## src/rtl/seg7_result_display.sv

```systemverilog
// seg7_result_display
//   Captures the last write-back result and the last store data from the
//   pipelined core and shows the selected 32-bit word as hex on a
//   time-multiplexed, common-anode 7-segment bank. The digit-0 decimal point
//   flashes for FLASH_CYCLES clocks after each new capture of the selected
//   source.
// Ports
//   clk            core clock
//   rst            synchronous, active-high reset
//   ResultW_in     write-back result        RegWriteW_in  write-back strobe
//   WriteDataM_in  store data               MemWriteM_in  store strobe
//   disp_sel       0 = last result, 1 = last store data
//   freeze         1 = block captures (scanning continues)
//   seg            {g,f,e,d,c,b,a}, active-low, registered
//   dp             decimal point, active-low, registered
//   an             digit enables, active-low, exactly one low, registered
module seg7_result_display #(
  parameter int unsigned DIGITS       = 8,
  parameter int unsigned REFRESH_DIV  = 100000,
  parameter int unsigned FLASH_CYCLES = 5000000
) (
  input  logic              clk,
  input  logic              rst,
  input  logic [31:0]       ResultW_in,
  input  logic              RegWriteW_in,
  input  logic [31:0]       WriteDataM_in,
  input  logic              MemWriteM_in,
  input  logic              disp_sel,
  input  logic              freeze,
  output logic [6:0]        seg,
  output logic              dp,
  output logic [DIGITS-1:0] an
);

  localparam int unsigned PW = $clog2(REFRESH_DIV);
  localparam int unsigned IW = (DIGITS > 1) ? $clog2(DIGITS) : 1;
  localparam int unsigned FW = $clog2(FLASH_CYCLES + 1);

  logic [31:0]       res_q, res_d;
  logic [31:0]       st_q, st_d;
  logic [PW-1:0]     pre_q, pre_d;
  logic [IW-1:0]     idx_q, idx_d;
  logic [FW-1:0]     flash_q, flash_d;
  logic [6:0]        seg_q, seg_d;
  logic              dp_q, dp_d;
  logic [DIGITS-1:0] an_q, an_d;

  logic        cap_res, cap_st, sel_cap;
  logic [31:0] word;
  logic [3:0]  nib;
  logic [6:0]  code;

  always_comb begin
    cap_res = RegWriteW_in & ~freeze;
    cap_st  = MemWriteM_in & ~freeze;
    res_d   = cap_res ? ResultW_in : res_q;
    st_d    = cap_st ? WriteDataM_in : st_q;

    // Digit scan: the index only moves on the prescaler wrap edge.
    pre_d = pre_q + PW'(1);
    idx_d = idx_q;
    if (pre_q == PW'(REFRESH_DIV - 1)) begin
      pre_d = '0;
      idx_d = (idx_q == IW'(DIGITS - 1)) ? '0 : idx_q + IW'(1);
    end

    // Flash restarts only on a capture of the source currently on display.
    sel_cap = disp_sel ? cap_st : cap_res;
    flash_d = flash_q;
    if (sel_cap)
      flash_d = FW'(FLASH_CYCLES);
    else if (flash_q != '0)
      flash_d = flash_q - FW'(1);

    word = disp_sel ? st_q : res_q;
    nib  = '0;
    for (int unsigned i = 0; i < DIGITS; i++) begin
      if (idx_q == IW'(i))
        nib = word[4*i +: 4];
    end

    unique case (nib)
      4'h0: code = 7'h3F;
      4'h1: code = 7'h06;
      4'h2: code = 7'h5B;
      4'h3: code = 7'h4F;
      4'h4: code = 7'h66;
      4'h5: code = 7'h6D;
      4'h6: code = 7'h7D;
      4'h7: code = 7'h07;
      4'h8: code = 7'h7F;
      4'h9: code = 7'h6F;
      4'hA: code = 7'h77;
      4'hB: code = 7'h7C;
      4'hC: code = 7'h39;
      4'hD: code = 7'h5E;
      4'hE: code = 7'h79;
      default: code = 7'h71;
    endcase

    seg_d = ~code;
    an_d  = ~(DIGITS'(1) << idx_q);
    dp_d  = ~((idx_q == '0) && (flash_q != '0));
  end

  always_ff @(posedge clk) begin
    if (rst) begin
      res_q   <= '0;
      st_q    <= '0;
      pre_q   <= '0;
      idx_q   <= '0;
      flash_q <= '0;
      seg_q   <= 7'b1000000;
      dp_q    <= 1'b1;
      an_q    <= ~DIGITS'(1);
    end else begin
      res_q   <= res_d;
      st_q    <= st_d;
      pre_q   <= pre_d;
      idx_q   <= idx_d;
      flash_q <= flash_d;
      seg_q   <= seg_d;
      dp_q    <= dp_d;
      an_q    <= an_d;
    end
  end

  assign seg = seg_q;
  assign dp  = dp_q;
  assign an  = an_q;

endmodule

```

## config.mk

```make
export PLATFORM = sky130hd
export DESIGN_NAME = seg7_result_display
export DESIGN_NICKNAME = d
export VERILOG_FILES = /design/src/rtl/seg7_result_display.sv
export SDC_FILE = /design/constraint.sdc
export NUM_CORES = 1
export LEC_CHECK = 0
export CORE_MARGIN = 1.5
export CORE_UTILIZATION = 45
export DETAILED_ROUTE_END_ITERATION = 10
export GPL_TIMING_DRIVEN = 0
export PLACE_DENSITY = 0.69
export SETUP_SLACK_MARGIN = 0.5
export SLEW_MARGIN = 15
export SYNTH_ARGS = -nofsm -noshare
export SYNTH_HDL_FRONTEND = slang
export SYNTH_SLANG_ARGS = --single-unit
export TNS_END_PERCENT = 1
```

## constraint.sdc

```tcl
create_clock -name clk -period 10 [get_ports clk]
set_input_delay 1.5 -clock clk [delete_from_list [all_inputs] [get_ports clk]]
set_output_delay 1.5 -clock clk [all_outputs]
set_load 0.02 [all_outputs]
```

==> results of run 1 <==
## state kept, by name, indices dropped and copies added (netlist names)
register	flops
seg	7
an	8
flash_q	23
pre_q	17
st_q	32
idx_q	3
res_q	32
dp	1
## stage by stage
step | total power, mW | area [um^2] | hold slack, ps | std cells | util
global placement | 0.836 | 6490 | 439 | 889 | 0.543
finish | 1.39 | 7010 | 453 | 915 | 0.586
global route | 1.45 | 7010 | 468 | 915 | 0.586
floorplan | 0.766 | 5480 | 430 | 659 | -
detailed placement | 0.846 | 6490 | 444 | 889 | 0.543
CTS | 1.40 | 7010 | 452 | 915 | 0.586
## report_power, final
| group | switching (mW) | internal (mW) | total (mW) |
|---|---|---|---|
| clock | 0.196 | 0.350 | 0.546 |
| combinational | 0.142 | 0.129 | 0.270 |
| sequential | 0.0381 | 0.534 | 0.572 |
| total | 0.376 | 1.01 | 1.39 |
## final cells by class
cell class              instances  area share
clock buffers                  22      0.0676
repair buffers                 83       0.118
multi-input cells             482       0.400
flip-flops and latches        123       0.351
plain buffers                  41      0.0234
inverters                      13     0.00696
well taps                     147      0.0262
clock inverters                 4     0.00642
## logic make-up (layout without fill, tap and decap cells)
| family | Yosys count | in the layout | share of synthesized area |
|---|---|---|---|
| AND/OR/NAND/NOR | 266 | 266 | 0.220 |
| AO/OA/AOI/OAI | 134 | 134 | 0.138 |
| flip-flops | 123 | 123 | 0.450 |
| buffers and inverters | 54 | 163 | 0.0388 |
| multiplexers | 37 | 37 | 0.0699 |
| XOR/XNOR | 29 | 29 | 0.0464 |
| adder cells (fa/ha/maj) | 16 | 16 | 0.0365 |
## layer usage
layer	global-route usage	vias to the layer above	wire, um
met5	0	-	0
met4	0.0617	0	148
met3	0.0584	17	855
met2	0.368	168	6480
met1	0.292	2270	6390
li1	-	2445	-
## Yosys cell counts, drive strengths merged, types with 7 or more instances
cell type  number  area [um^2]
nand2         146          548
dfxtp         123         2460
a21oi          87          435
nor2           47          176
clkbuf         29          109
mux2i          27          270
nand3          17         85.1
ha             16          200
xnor2          16          140
xor2           13          114
buf            12         55.1
inv            12         45.0
o21ai          12         63.8
mux2           10          113
nand2b          8         50.1
a31oi           7         43.8
nor2b           7         43.8
o22ai           7         43.8
## path summary, 6_finish.rpt
path	depth (start not counted)	start	to
worst max-delay path	11	disp_sel	seg[1]$_SDFF_PP0_
worst min-delay path	2	res_q[23]$_SDFFE_PP0P_	res_q[23]$_SDFFE_PP0P_
worst max register to register	12	idx_q[2]$_SDFFE_PP0P_	seg[1]$_SDFF_PP0_
worst min register to register	2	res_q[23]$_SDFFE_PP0P_	res_q[23]$_SDFFE_PP0P_
## worst max-delay path, cell delays in order
cell and delay [ps]:
buf_2 220, buf_2 340, buf_2 370, mux2i_1 150, a221oi_1 290, o22ai_1 150
a22oi_1 430, inv_1 190, ha_1 350, or3b_2 470, a31oi_1 170
==> flow_summary_export.csv, run 1 <==
group,metric,value,unit
outcome,status,"complete, no violations",
placed_design,gp_congestion,0.875,
finish,layout_commonest_cell,"nand2_1",
floorplanning,initial_core_util,0.458,
clock_network,h-tree-depth,4,
finish,seq_area,2460,um^2
sta,finalHoldViolCount,0,
yosys,synth_warnings,0,
global_routing,grt_usage,0.224,
sta,finalCritPeriodShare,0.431,
sta,slew_headroom,0.336,
worst_setup_path,cp.required,10330,ps
yosys,synth_area,5480,um^2
routing,wl_per_cell,15.2,um
clock_network,cts_buffers,17,
global_routing,grt_max_degree,17,
yosys,synth_cell_type_count,48,
finish,fillers,1074,
global_routing,grt_pass1_wl,22400,um
floorplanning,rows,40,
sta,tns,0,ps
worst_setup_path,endpoint_kind,"flop",
clock_network,cts_sinks,123,
sta,skew,6.49,ps
yosys,ys_seq_area_frac,0.450,
sta,worst_pin_slew,987,ps
power_and_ir_drop,power_density,198,nW/um^2
power_and_ir_drop,leakage,2.62,nW
clock_network,cts-hold-fix-buffers,0,
worst_setup_path,critPathKind,"in -> reg",
sta,fmax,232,MHz
clock_network,cts_resized,0,
yosys,syn_area_per_cell,8.31,um^2
yosys,ys.flop_type,"dfxtp_1",
global_routing,antenna_found_initial,0,
yosys,syn-instance-count,659,
clock_network,insertion_delay,410,ps
placed_design,io_buffers,83,
clock_network,cts.reportedPaths.clkPinSlew,50,ps
global_routing,overflow,0,
finish,final_layout_size_suffix_gt1_frac,0.0664,
finish,multi_input_area,2800,um^2
clock_network,tritoncts,"yes",
sta,setup_viol,0,
finish,diodes,0,
floorplanning,core-area,12000,um^2
floorplanning,io_pins,86,
routing,postRouteAntennaNets,0,
routing,dr.pass1.iters,5,
routing,vias,4900,
floorplanning,die-height,113,um
sta,timing.final.crit_period,4310,ps
worst_setup_path,r2r_slack,5900,ps
clock_network,post_cts_buffers,0,
clock_network,cts.path.max_buffers,2,
worst_hold_path,holdCritPathClass,"reg -> reg",
placed_design,dp_hpwl,10200,um
sta,setup_ws,5690,ps
routing,drc,0,
worst_setup_path,cp_max_fo,10,
floorplanning,dieArea,12800,um^2
finish,layout.nets,847,
power_and_ir_drop,worst_ir_drop_vdd,0.000122,V
yosys,synth_edf_count,0,
worst_setup_path,cp-start-kind,"input pin",
floorplanning,fp.dieW,113,um
sta,final_max_slew_viol_count,0,
yosys,async_flop_share,0,
placed_design,dp_slack,5300,ps
clock_network,cts-root-buf,"clkbuf_16",
finish,syn2layout_area_growth,28.0,%
global_routing,grt_pass1_vias,4647,
routing,wl,13900,um
worst_setup_path,worstPathArrival,4640,ps
flow_run,cap_viol_max_count,0,
finish,final_cell_mix,"nand2_1 (146), dfxtp_1 (123), a21oi_1 (87)",
yosys,syn_nets,745,
yosys,ys_ff_latch,123,
routing,drt-initial-drc-count,346,
routing,vias_per_cell,5.36,
sta,rsz0062_at_grt,"false",
Note: power is estimated with default switching activity, not from simulation.
==> run 2: changes to the inputs <==
Clock period 10 ns to 4.12 ns, I/O delays scaled along.
==> flow_summary_export.csv, run 2 (synthesis results as in run 1) <==
group,metric,value,unit
routing,vias,4906,
finish,diodes,0,
sta,worst_pin_slew,977,ps
floorplanning,core-area,12000,um^2
global_routing,antenna_found_initial,0,
global_routing,overflow,0,
floorplanning,io_pins,86,
clock_network,cts_sinks,123,
sta,setup_viol,0,
sta,holdWs,453,ps
worst_setup_path,critPathMaxStageDelay,520,ps
routing,dr.pass1.iters,5,
sta,fmax,291,MHz
worst_setup_path,critPathKind,"reg -> reg",
clock_network,insertion_delay,410,ps
global_routing,met1_usage,0.291,
clock_network,cts-root-buf,"clkbuf_16",
power_and_ir_drop,clkPwrFrac,0.393,
worst_setup_path,worstPathArrival,3760,ps
global_routing,grt_pass1_wl,22400,um
clock_network,tritoncts,"yes",
floorplanning,fp.dieW,113,um
finish,final_layout_size_suffix_gt1_frac,0.0752,
power_and_ir_drop,leakage,2.64,nW
power_and_ir_drop,power,3.37,mW
floorplanning,die-height,113,um
sta,final_max_slew_viol_count,0,
floorplanning,rows,40,
worst_setup_path,cp_max_fo,10,
routing,drc,0,
power_and_ir_drop,p_seq_frac,0.412,
finish,layout.nets,850,
routing,vias_per_cell,5.34,
finish,instances_no_fill,918,
power_and_ir_drop,p_int,2.46,mW
power_and_ir_drop,power.switching,0.912,mW
sta,slew_headroom,0.343,
global_routing,grt_pass1_vias,4649,
power_and_ir_drop,power_density,479,nW/um^2
sta,skew,6.28,ps
sta,setup_ws,689,ps
finish,layout_commonest_cell,"nand2_1",
routing,postRouteAntennaNets,0,
floorplanning,initial_core_util,0.458,
sta,tns,0,ps
finish,fillers,1071,
floorplanning,dieArea,12800,um^2
finish,multi_input_area,2810,um^2
finish,top_regs,"res_q x32, st_q x32, flash_q x23",
placed_design,gp_congestion,0.875,
global_routing,grtUsageMet3,0.0584,
routing,wl,13900,um
power_and_ir_drop,worst_ir_drop_vdd,0.000296,V
power_and_ir_drop,power_frac_comb,0.196,
placed_design,dp_slack,126,ps
placed_design,io_buffers,83,
global_routing,grt_max_degree,17,
clock_network,cts.reportedPaths.clkPinSlew,50,ps
sta,rsz0062_at_grt,"false",
power_and_ir_drop,netSwitchingFraction,0.270,
routing,drt-initial-drc-count,376,
sta,finalHoldViolCount,0,
placed_design,dpl-instance-area,6490,um^2
outcome,status,"complete, no violations",
clock_network,h-tree-depth,4,
worst_hold_path,holdCritPathClass,"reg -> reg",
worst_setup_path,cp.required,4450,ps
flow_run,cap_viol_max_count,0,
placed_design,dp_hpwl,10200,um
sta,timing.final.crit_period,3430,ps
worst_setup_path,cp-start-kind,"flop",
finish,utilization,0.589,
finish,final_area,7050,um^2
global_routing,grt-busiest-layer,"met2",
worst_setup_path,crit_slowest_cell,"or3b_2",
global_routing,grt_usage,0.224,
worst_setup_path,endpoint_kind,"flop",
clock_network,cts.path.max_buffers,2,
clock_network,cts-hold-fix-buffers,0,
finish,seq_area,2460,um^2
finish,final_cell_mix,"nand2_1 (146), dfxtp_1 (123), a21oi_1 (87)",
sta,finalCritPeriodShare,0.833,
clock_network,cts_buffers,17,
worst_setup_path,worstPathCellList,"clkbuf_4, clkinv_2, ha_1, buf_1, or3b_2, o221ai_1, o22ai_1, a22oi_2, inv_1, ha_1, or3b_2, a31oi_1",
global_routing,grt_use_met2,0.368,
placed_design,placedCellCount,889,
routing,wl_per_cell,15.2,um
finish,syn2layout_area_growth,28.7,%
-- run 2: cell type report --
class,instances,share of cell area
Sequential cell,123,0.349
Buffer,41,0.0238
Clock inverter,4,0.00639
Clock buffer,22,0.0673
Inverter,13,0.00710
Timing Repair Buffer,86,0.121
Tap cell,147,0.0261
Multi-Input combinational cell,482,0.399
-- run 2: worst max-delay path: cells and delay by family (launching register included) --
family / cells / cell delay, ps
AOI/OAI and AO/OA: 4 / 780
adders and majority gates: 2 / 560
buffers and inverters: 4 / 700
DFF: 1 / 330
and+or+nand+nor: 2 / 990
-- run 2: worst paths after layout --
check / start / depth (start not counted) / endpoint / slack, ps
hold reg to reg: res_q[23]$_SDFFE_PP0P_ / 2 / res_q[23]$_SDFFE_PP0P_ / 450
setup reg to reg: idx_q[2]$_SDFFE_PP0P_ / 12 / seg[1]$_SDFF_PP0_ / 690
hold / removal: res_q[23]$_SDFFE_PP0P_ / 2 / res_q[23]$_SDFFE_PP0P_ / 450
setup / recovery: idx_q[2]$_SDFFE_PP0P_ / 12 / seg[1]$_SDFF_PP0_ / 690
-- run 2: timing repair --
item / CTS / global route
gates resized for setup: 4 / 3
setup buffers: 0 / 3
setup endpoints to repair: 6 / 5
pin swaps: 0 / 1
-- run 2: per-layer routing --
| metal | part of all wire | vias to the layer above |
|---|---|---|
| met2 | 0.46 | 164 |
| li1 | - | 2446 |
| met3 | 0.058 | 16 |
| met4 | 0.011 | 0 |
| met1 | 0.47 | 2280 |
| met5 | 0 | - |
-- run 2: power by group through the flow --
stage | Combinational, mW | Sequential (mW) | Clock (mW)
floorplan | 0.468 | 1.39 | 0
global placement | 0.630 | 1.40 | 0
detailed placement | 0.646 | 1.41 | 0
CTS | 0.656 | 1.39 | 1.35
global route | 0.727 | 1.40 | 1.40
finish | 0.661 | 1.39 | 1.32
==> run 3: changes to the inputs <==
Clock period 4.12 ns to 3.4 ns, I/O delays scaled along.
==> flow_summary_export.csv, run 3 (synthesis results as in run 1) <==
group,metric,value,unit
clock_network,cts.reportedPaths.clkPinSlew,50,ps
finish,final_layout_size_suffix_gt1_frac,0.109,
sta,worst_pin_slew,846,ps
flow_run,cap_viol_max_count,0,
worst_setup_path,cp-start-kind,"input pin",
placed_design,placedCellCount,889,
routing,drt-initial-drc-count,335,
floorplanning,core-area,12000,um^2
finish,layout_commonest_cell,"nand2_1",
finish,final_cell_mix,"nand2_1 (146), dfxtp_1 (121), a21oi_1 (87)",
clock_network,cts_buffers,17,
worst_setup_path,worstPathArrival,3220,ps
global_routing,overflow,0,
global_routing,antenna_found_initial,0,
floorplanning,io_pins,86,
routing,wl,14200,um
routing,vias,5016,
clock_network,cts-hold-fix-buffers,0,
floorplanning,initial_core_util,0.458,
outcome,status,"complete, no violations",
worst_setup_path,cp_max_fo,10,
finish,instances_no_fill,927,
sta,timing.final.crit_period,2930,ps
worst_setup_path,critPathKind,"in -> reg",
sta,slew_headroom,0.436,
worst_hold_path,holdCritPathClass,"reg -> reg",
placed_design,dpl-instance-area,6520,um^2
global_routing,met1_usage,0.297,
sta,final_max_slew_viol_count,0,
clock_network,cts.path.max_buffers,2,
clock_network,cts_sinks,123,
clock_network,tritoncts,"yes",
global_routing,grtUsageMet3,0.0450,
global_routing,grt_use_met2,0.367,
sta,setup_viol,0,
routing,wl_per_cell,15.3,um
placed_design,dp_hpwl,10200,um
finish,top_regs,"res_q x32, st_q x32, flash_q x23",
global_routing,grt_pass1_vias,4722,
placed_design,io_buffers,83,
power_and_ir_drop,leakage,2.68,nW
global_routing,grt_pass1_wl,22700,um
finish,final_area,7200,um^2
worst_setup_path,endpoint_kind,"flop",
routing,postRouteAntennaNets,0,
global_routing,grt-busiest-layer,"met2",
clock_network,insertion_delay,410,ps
sta,finalCritPeriodShare,0.862,
power_and_ir_drop,power_density,562,nW/um^2
sta,fmax,341,MHz
placed_design,gp_congestion,0.870,
finish,layout.nets,855,
global_routing,grt_usage,0.226,
global_routing,grt_max_degree,17,
routing,dr.pass1.iters,5,
routing,vias_per_cell,5.41,
floorplanning,rows,40,
sta,rsz0062_at_grt,"true",
finish,diodes,0,
routing,drc,0,
finish,syn2layout_area_growth,31.5,%
sta,skew,6.71,ps
clock_network,cts-root-buf,"clkbuf_16",
clock_network,h-tree-depth,4,
power_and_ir_drop,worst_ir_drop_vdd,0.000323,V
worst_setup_path,cp.required,3690,ps
floorplanning,fp.dieW,113,um
floorplanning,die-height,113,um
floorplanning,dieArea,12800,um^2
sta,finalHoldViolCount,0,
run 3: power breakdown:
part / internal, mW / switching, mW / leakage [nW]
sequential: 1.57 / 0.106 / 1.01
combinational: 0.388 / 0.426 / 1.42
clock: 0.951 / 0.606 / 0.247
run 3: final cells by class:
type	count	area [um^2]
inverter	13	53.8
timing repair buffer	91	891
clock inverter	8	47.5
clock buffer	22	464
multi-input combinational	482	2910
tap	147	184
fill	1064	4760
buffer	41	191
sequential	123	2460
run 3: repair_timing:
item,4_1_cts,5_1_grt
setup endpoints to repair,7,16
setup buffers,5,3
pin swaps,5,7
gates resized for setup,14,16
run 3: path summary, 6_finish.rpt:
kind	from	endpoint	slack [ps]	cells past startpoint
hold / removal	res_q[2]$_SDFFE_PP0P_	res_q[2]$_SDFFE_PP0P_	450	2
setup reg to reg	idx_q[0]$_SDFFE_PP0P_	seg[5]$_SDFF_PP0_	510	13
setup / recovery	disp_sel	seg[5]$_SDFF_PP0_	470	13
hold reg to reg	res_q[2]$_SDFFE_PP0P_	res_q[2]$_SDFFE_PP0P_	450	2
run 3: critical path, cell delays in order:
cell	delay (ps)
buf_2	240
buf_6	220
buf_4	240
mux2i_1	320
o22ai_4	120
a211oi_2	210
o22ai_1	130
nand3_1	140
o21ai_4	100
buf_4	160
ha_1	240
mux2_2	290
a32o_1	290
run 3: metal layers:
metal	wire length (um)	up-vias
li1	-	2458
met2	6670	161
met5	0	-
met1	6540	2372
met3	751	25
met4	237	0
run 3: stage by stage:
stage                     hold WS (ps)  power [mW]  setup slack (ps)  TNS, ps   util
after floorplan                    430        2.26               496        0      -
after global placement             440        2.46             -9.97    -9.97  0.545
after detailed placement           446        2.49             -46.4    -46.4  0.545
after CTS                          453        4.05               476        0  0.595
after global routing               467        4.23               416        0  0.602
final                              454        4.05               469        0  0.602
